**src/rtl/data_sampling_mv_pkg.sv**
```systemverilog
// data_sampling_pkg: shared types and constants for the data_sampling_mv oversampler.
//   state_t           - voter FSM encoding (IDLE, COLLECT, VOTE)
//   DEF_PRESCALE_W    - default prescale / edge_cnt width
//   DEF_NUM_SAMPLES   - default samples per bit (odd, 1..7)
//   MIN_PRESCALE_FACTOR - prescale must be at least this times NUM_SAMPLES
//   calc_window()     - sampling window bounds centred on prescale/2
package data_sampling_pkg;

   typedef enum logic [1:0] {IDLE, COLLECT, VOTE} state_t;

   localparam int DEF_PRESCALE_W      = 6;
   localparam int DEF_NUM_SAMPLES     = 3;
   localparam int MIN_PRESCALE_FACTOR = 2;

   // Wide enough for any practical prescale; callers truncate to PRESCALE_W+1.
   localparam int WIN_MAX_W = 17;

   typedef struct packed {
      logic [WIN_MAX_W-1:0] lo;
      logic [WIN_MAX_W-1:0] hi;
   } win_t;

   // Window = mid-HALF .. mid+HALF. Underflow cannot reach the FSM because
   // prescale < 2*num_samples is flagged as a configuration error and blocked.
   function automatic win_t calc_window(input logic [WIN_MAX_W-1:0] prescale,
                                        input int num_samples);
      win_t                 w;
      logic [WIN_MAX_W-1:0] mid;
      logic [WIN_MAX_W-1:0] half;
      mid  = prescale >> 1;
      half = WIN_MAX_W'((num_samples - 1) / 2);
      w.lo = mid - half;
      w.hi = mid + half;
      return w;
   endfunction

endpackage

```
**src/rtl/data_sampling_mv_if.sv**
```systemverilog
// data_sampling_mv_if: bus between the UART_RX control side and the oversampler.
//   master: drives prescale, RX_IN, dat_samp_en, edge_cnt; reads the vote results.
//   slave : the oversampler; drives sampled_bit, sample_valid, sample_noisy, cfg_err.
interface data_sampling_mv_if
   import data_sampling_pkg::*;
#(
   parameter int PRESCALE_W = DEF_PRESCALE_W
);
   logic [PRESCALE_W-1:0] prescale;
   logic                  RX_IN;
   logic                  dat_samp_en;
   logic [PRESCALE_W-1:0] edge_cnt;
   logic                  sampled_bit;
   logic                  sample_valid;
   logic                  sample_noisy;
   logic                  cfg_err;

   modport master (
      output prescale, RX_IN, dat_samp_en, edge_cnt,
      input  sampled_bit, sample_valid, sample_noisy, cfg_err
   );

   modport slave (
      input  prescale, RX_IN, dat_samp_en, edge_cnt,
      output sampled_bit, sample_valid, sample_noisy, cfg_err
   );
endinterface

```
**src/rtl/data_sampling_mv_rx_sync_2ff.sv**
```systemverilog
// rx_sync_2ff: two-flop synchroniser for an asynchronous serial input.
//   CLK  - destination clock
//   RST  - asynchronous active-low reset; both flops load RST_VAL
//   d    - asynchronous input
//   q    - synchronised output, two CLK behind d
module rx_sync_2ff #(
   parameter logic RST_VAL = 1'b1
) (
   input  logic CLK,
   input  logic RST,
   input  logic d,
   output logic q
);
   logic [1:0] ff;

   always_ff @(posedge CLK or negedge RST) begin
      if (!RST) ff <= {2{RST_VAL}};
      else      ff <= {ff[0], d};
   end

   assign q = ff[1];
endmodule

```
**src/rtl/data_sampling_mv.sv**
```systemverilog
// data_sampling_mv: majority-vote oversampler for the UART_RX path.
// Takes NUM_SAMPLES consecutive RX_IN samples in a window centred on
// prescale/2 of each bit and reports the voted bit two CLK after the last
// sample, with a one-cycle valid strobe and a noise flag.
//   CLK, RST - clock, asynchronous active-low reset
//   bus      - data_sampling_mv_if.slave (prescale, RX_IN, dat_samp_en,
//              edge_cnt in; sampled_bit, sample_valid, sample_noisy, cfg_err out)
// Build option DATA_SAMPLING_SYNC_EN: RX_IN goes through a 2-flop
// synchroniser (idle-high reset) before sampling; otherwise RX_IN is taken
// as already synchronous to CLK.
module data_sampling_mv
   import data_sampling_pkg::*;
#(
   parameter int PRESCALE_W  = DEF_PRESCALE_W,
   parameter int NUM_SAMPLES = DEF_NUM_SAMPLES
) (
   input  logic              CLK,
   input  logic              RST,
   data_sampling_mv_if.slave bus
);
   localparam int CNT_W = $clog2(NUM_SAMPLES + 1);
   localparam int HALF  = (NUM_SAMPLES - 1) / 2;
   localparam int WW    = PRESCALE_W + 1;

   state_t           state_q, state_n;
   logic [CNT_W-1:0] cnt_q, cnt_n, ones_q, ones_n;
   logic [CNT_W-1:0] cnt_inc, ones_add;
   logic             bit_q, valid_q, noisy_q, cfg_err_q;
   logic             rx_s, cfg_bad, blk, take, do_vote;
   win_t             win;
   logic [WW-1:0]    w_lo, exp_edge, edge_x;

`ifdef DATA_SAMPLING_SYNC_EN
   rx_sync_2ff #(.RST_VAL(1'b1)) u_sync (
      .CLK (CLK),
      .RST (RST),
      .d   (bus.RX_IN),
      .q   (rx_s)
   );
`else
   assign rx_s = bus.RX_IN;
`endif

   assign win  = calc_window(WIN_MAX_W'(bus.prescale), NUM_SAMPLES);
   assign w_lo = win.lo[WW-1:0];

   assign cfg_bad = 32'(bus.prescale) < 32'(MIN_PRESCALE_FACTOR * NUM_SAMPLES);
   // Block on both the live and the registered flag so no sample slips in
   // during the cycle in which prescale becomes illegal.
   assign blk = cfg_bad | cfg_err_q;

   // Samples must land on consecutive edges starting at W_LO; any other
   // edge (skip, counter reset, leaving the window) aborts the bit. The last
   // expected edge is W_LO+NUM_SAMPLES-1 = W_HI.
   assign edge_x   = {1'b0, bus.edge_cnt};
   assign exp_edge = w_lo + WW'(cnt_q);
   assign take     = bus.dat_samp_en & ~blk & (edge_x == exp_edge);
   assign cnt_inc  = cnt_q + 1'b1;
   assign ones_add = ones_q + CNT_W'(rx_s);

   always_ff @(posedge CLK or negedge RST) begin
      if (!RST) begin
         state_q   <= IDLE;
         cnt_q     <= '0;
         ones_q    <= '0;
         bit_q     <= 1'b0;
         valid_q   <= 1'b0;
         noisy_q   <= 1'b0;
         cfg_err_q <= 1'b0;
      end else begin
         state_q   <= state_n;
         cnt_q     <= cnt_n;
         ones_q    <= ones_n;
         cfg_err_q <= cfg_bad;
         valid_q   <= do_vote;
         if (do_vote) begin
            bit_q   <= ones_q > CNT_W'(HALF);
            noisy_q <= (ones_q != '0) && (ones_q != CNT_W'(NUM_SAMPLES));
         end
      end
   end

   always_comb begin
      state_n = state_q;
      cnt_n   = '0;
      ones_n  = '0;
      do_vote = 1'b0;
      case (state_q)
         // IDLE has cnt_q==0, so exp_edge==W_LO and the same rule starts a bit.
         IDLE, COLLECT: begin
            if (take) begin
               cnt_n   = cnt_inc;
               ones_n  = ones_add;
               state_n = (cnt_inc == CNT_W'(NUM_SAMPLES)) ? VOTE : COLLECT;
            end else begin
               state_n = IDLE;
            end
         end
         VOTE: begin
            do_vote = 1'b1;
            state_n = IDLE;
         end
         default: state_n = IDLE;
      endcase
   end

   assign bus.sampled_bit  = bit_q;
   assign bus.sample_valid = valid_q;
   assign bus.sample_noisy = noisy_q;
   assign bus.cfg_err      = cfg_err_q;

endmodule

```
**src/flat_wrapper.sv**
```systemverilog
// flat-port wrapper written by rule: the top's interface ports become plain ports
module data_sampling_mv_flat import data_sampling_pkg::*;
#(
   parameter int PRESCALE_W  = DEF_PRESCALE_W,
   parameter int NUM_SAMPLES = DEF_NUM_SAMPLES
)
  (CLK, RST, bus_prescale, bus_RX_IN, bus_dat_samp_en, bus_edge_cnt, bus_sampled_bit, bus_sample_valid, bus_sample_noisy, bus_cfg_err);
  data_sampling_mv_if #(.PRESCALE_W(PRESCALE_W)) bus_i ();
  input  logic CLK;
  input  logic RST;
  input wire logic [$bits(bus_i.prescale)-1:0] bus_prescale;
  input wire logic [$bits(bus_i.RX_IN)-1:0] bus_RX_IN;
  input wire logic [$bits(bus_i.dat_samp_en)-1:0] bus_dat_samp_en;
  input wire logic [$bits(bus_i.edge_cnt)-1:0] bus_edge_cnt;
  output wire logic [$bits(bus_i.sampled_bit)-1:0] bus_sampled_bit;
  output wire logic [$bits(bus_i.sample_valid)-1:0] bus_sample_valid;
  output wire logic [$bits(bus_i.sample_noisy)-1:0] bus_sample_noisy;
  output wire logic [$bits(bus_i.cfg_err)-1:0] bus_cfg_err;
  assign bus_i.prescale = bus_prescale;
  assign bus_i.RX_IN = bus_RX_IN;
  assign bus_i.dat_samp_en = bus_dat_samp_en;
  assign bus_i.edge_cnt = bus_edge_cnt;
  assign bus_sampled_bit = bus_i.sampled_bit;
  assign bus_sample_valid = bus_i.sample_valid;
  assign bus_sample_noisy = bus_i.sample_noisy;
  assign bus_cfg_err = bus_i.cfg_err;
  data_sampling_mv #(.PRESCALE_W(PRESCALE_W), .NUM_SAMPLES(NUM_SAMPLES)) u_core (.CLK(CLK), .RST(RST), .bus(bus_i));
endmodule
```
**config.mk**
```make
export PLATFORM = sky130hd
export DESIGN_NAME = data_sampling_mv_flat
export DESIGN_NICKNAME = d
export VERILOG_FILES = /design/src/rtl/data_sampling_mv_pkg.sv /design/src/rtl/data_sampling_mv_if.sv /design/src/rtl/data_sampling_mv_rx_sync_2ff.sv /design/src/rtl/data_sampling_mv.sv /design/src/flat_wrapper.sv
export SDC_FILE = /design/constraint.sdc
export NUM_CORES = 1
export LEC_CHECK = 0
export CAP_MARGIN = 25
export CORE_MARGIN = 1.5
export CORE_UTILIZATION = 30
export DETAILED_ROUTE_END_ITERATION = 16
export RECOVER_POWER = 25
export REMOVE_ABC_BUFFERS = 1
export SLEW_MARGIN = 20
export SYNTH_ARGS = -nofsm -noshare
export SYNTH_HDL_FRONTEND = slang
export SYNTH_SLANG_ARGS = --single-unit
```
**constraint.sdc**
```tcl
create_clock -name CLK -period 7.3 [get_ports CLK]
set_clock_uncertainty 0.15 [all_clocks]
set_input_delay 2.19 -clock CLK [delete_from_list [all_inputs] [get_ports CLK]]
set_output_delay 2.19 -clock CLK [all_outputs]
set_load 0.1 [all_outputs]
```
==> run summary <==
The run finished with clean final reports. The placement row count was 17; the combinational cell fraction of total power was 0.222. Setup repair after global routing left no endpoint under its margin. The count of state elements after synthesis was 10. After detailed placement, the design holds a cell count of 121.

Fill cells in the final layout number 224. After synthesis, the largest family of logic cells by area is simple AND/OR/NAND/NOR gates. The run gives 0.359 as the part of the power in the clock network.

The library cell used most frequently in the layout, excluding fill and tap cells, is clkdlybuf4s50_1. The floorplan step set the die height to 51.42 um. Share of the synthesized area in compound gates (AO/OA/AOI/OAI): 0.07473. In this run, distinct cell masters in the synthesized netlist total 23. Entering global routing, the biggest net connects 11 pins. The tools report the post-synthesis sequential area ratio as 0.3559. The wire length reported by the detailed router came out at 1290 um. The post-route clock period utilization is 0.7286, and the arrival time reported for the critical path endpoint is 5.34 ns. The startpoint identified for the worst register-to-register timing path is u_core.cnt_q[0].

The tool flagged a number of max-cap violations equal to 0. The xor and xnor fraction of the mapped netlist area works out to 0.1744. Final weighted congestion in routability-driven placement: 0.7769.

For the pin with the worst max-slew slack, the measured transition is 0.9608 ns. Maximum root-to-sink buffer count: 2. For this run the aggregate overflow at the end of global routing stands at 0. The setup-violating endpoint count in the final report is 0.

Clock tree synthesis inserted a total of 3 buffers. The number of max-slew violations in the final report was 0; the number of vias per cell after detailed routing was 4.688. The detail route stage leaves a number of antenna-violating nets equal to 0. TritonCTS built the clock tree. The setup path with the least slack is of type in -> reg.

The number of global-route vias before repair is 527, and the number of top-level pins is 20. The fraction of the mapped netlist area in adder cells came out at 0.1352. The number of antenna violations at the first check in global routing is 0.

The total number of vias was 586; the required time reported for the critical path endpoint was 7.32 ns. The fraction of power spent switching nets was 0.2454. The final total negative setup slack is 0 ns, and the share of synthesized cell area in and, or, nand and nor gates is 0.2117.

The worst setup path is launched from an input pin. The worst-case vdd ir drop is 0.00007650 V. The root buffer cell chosen for the clock tree is clkbuf_4. Yosys printed 0 warnings.

The count of cells in the finished layout, fillers not included, comes to 125. The area overhead of the layout relative to synthesis is 35.77%, and the switching power is 32.72 uW. The initial standard-cell utilization of the core came out at 0.3179.

The tools report the origin of the worst setup path as bus_prescale[1]. Count of cells along the worst hold path: 2. The clock input transition at the sequential cells of the worst setup and hold paths came out at 0.06 ns. The depth of the CTS H-tree was 1.

The repair_antennas step left the layout with diodes totalling 0. The average wire per cell in the routed design is 10.32 um. In this run the critical register-to-register path is captured at u_core.state_q[0]. The number of post-CTS setup repair buffers is 0, and the power density over the cells is 139.7 nW/um^2. For the internal power consumption, the log shows 100.6 uW.

Derived from the worst setup path, the maximum achievable clock frequency is 188.0 MHz. The global-route total usage across every layer came out at 0.1093. The tools report the core outline area as 2212 um^2. The pre-antenna-repair detailed-routing pass consisted of 5 iterations. Timing analysis after detailed placement gives a worst setup slack of 1.703 ns. Of all nets on the critical path, the largest fanout is 5.

Leakage power figure: 0.4059 nW. The design draws 133.3 uW. For this run, design rule violations remaining after detail routing come to 0.

The worst slew slack as a fraction of its limit is 0.3574. The share of final-layout standard cells stronger than drive strength 1 is 0.05155. Detailed placement ended at an HPWL of 1126 um. The mapped netlist covers 703.2 um^2. The first global-routing pass estimated 2125 um of wire. STA classifies the critical path endpoint as a flop. The worst path in the final design needs a cycle of 5.319 ns, including I/O delays and setup. For the worst flop-to-flop path, the logic depth is 8.

The run gives 75 as the synthesized instance count. After clock tree synthesis, the repair step resized 0 gates. Setup slack of the critical path after layout: 1.981 ns. The startpoint identified for the worst hold timing path is u_core.bus.sampled_bit. The clock network latency to the later pin of the worst-skew pair came out at 0.26 ns. For this run, the post-layout net count is 121. The tools report the initial DRC count as 6. The count of buffers added on input and output ports is 18.

The mean instance size in the synthesized netlist came out at 9.376 um^2. Post-cts hold buffer count: 0. In this run the worst hold path is classified as reg -> reg. In this run the register-to-register setup slack is 4.29 ns. The library cells used most frequently in the layout, excluding fill and tap cells, are clkdlybuf4s50_1 (17), dfrtp_1 (10), inv_1 (9), xnor2_1 (9), nor3_1 (8).

For the die footprint, the log shows 2644 um^2. The die boundary width came out at 51.42 um. The run gives 0 as the hold violation count in the final report. Hold is met by 0.3494 ns.

For hold timing, the worst endpoint is u_core.bus.sampled_bit. The multiplexer share of the synthesized area works out to 0. The logs give 0.419 for the relative contribution of sequential cells to total power and 10 for the clock net sink count.
[power groups by stage]
stage	combinational (mW)	sequential, mW	clock, mW
after CTS	0.0300	0.0559	0.0502
after detailed placement	0.0300	0.0569	0
after global placement	0.0295	0.0569	0
after floorplan	0.0154	0.0584	0
after global routing	0.0327	0.0559	0.0525
final	0.0295	0.0559	0.0479
[worst max-delay path: stages]
cell,delay [ns]
clkdlybuf4s50_1,0.54
inv_1,0.09
ha_1,0.34
fa_1,0.48
xnor2_1,0.14
or4b_1,0.50
or4_1,0.54
or3_1,0.37
nor3_1,0.16
[routing by layer]
layer | share of wire | vias up | GRT usage
li1 | - | 305 | -
met1 | 0.44 | 262 | 0.1184
met2 | 0.49 | 17 | 0.1944
met3 | 0.055 | 2 | 0.02924
met4 | 0.014 | 0 | 0.05263
met5 | 0 | - | 0
[cell type report]
type,instances,area [um^2],area share
clock buffers,4,36.28,0.03801
inverters,9,33.78,0.03539
multi-input cells,56,419.2,0.4391
flip-flops and latches,10,250.2,0.2621
well taps,28,35.03,0.03670
repair buffers,18,180.2,0.1887
[cell usage after synthesis, drive strengths merged]
cell type | number | share of area
dfrtp | 10 | 0.36
nand3 | 4 | 0.028
inv | 9 | 0.048
o211ai | 1 | 0.011
nor4 | 2 | 0.018
o41ai | 1 | 0.012
o21ai | 2 | 0.014
a21oi | 1 | 0.0071
or4 | 1 | 0.011
ha | 6 | 0.11
or3 | 2 | 0.018
nand2 | 3 | 0.016
nor2 | 2 | 0.011
o31ai | 1 | 0.011
or4b | 1 | 0.014
or3b | 1 | 0.012
xor2 | 5 | 0.062
fa | 1 | 0.028
nor3 | 8 | 0.057
a31oi | 1 | 0.0089
a21boi | 1 | 0.011
nand2b | 3 | 0.027
xnor2 | 9 | 0.11
[stage by stage]
| stage | util | instance area, um^2 |
|---|---|---|
| 6_report | 0.4316 | 954.7 |
| 5_1_grt | 0.4316 | 954.7 |
| 4_1_cts | 0.4316 | 954.7 |
| 3_5_place_dp | 0.4152 | 918.4 |
| 3_3_place_gp | 0.4152 | 918.4 |
| 2_1_floorplan | - | 703.2 |
[cells by family after synthesis]
| kind of cell | Yosys count |
|---|---|
| flops | 10 |
| buf+inv | 9 |
| compound gates | 8 |
| simple gates | 27 |
| xor+xnor | 14 |
| fa+ha+maj | 7 |
[how the worst max path moves through the flow]
stage                     depth (start not counted)                 to  slack [ns]
final                                             9  u_core.state_q[0]        1.98
after global routing                              9  u_core.state_q[0]        1.81
after CTS                                         9  u_core.state_q[0]        1.97
after detailed placement                          9  u_core.state_q[0]        1.70
after global placement                            9    u_core.cnt_q[1]        1.74
after floorplan                                   8    u_core.cnt_q[1]        2.49
[state kept, by name, indices dropped and copies added, names as in the netlist]
name and cells:
u_core.cnt_q 2, u_core.ones_q 2, u_core.state_q 2, u_core.bus.cfg_err 1
u_core.bus.sample_noisy 1, u_core.bus.sample_valid 1, u_core.bus.sampled_bit 1
(Power assumes the default switching activity.)
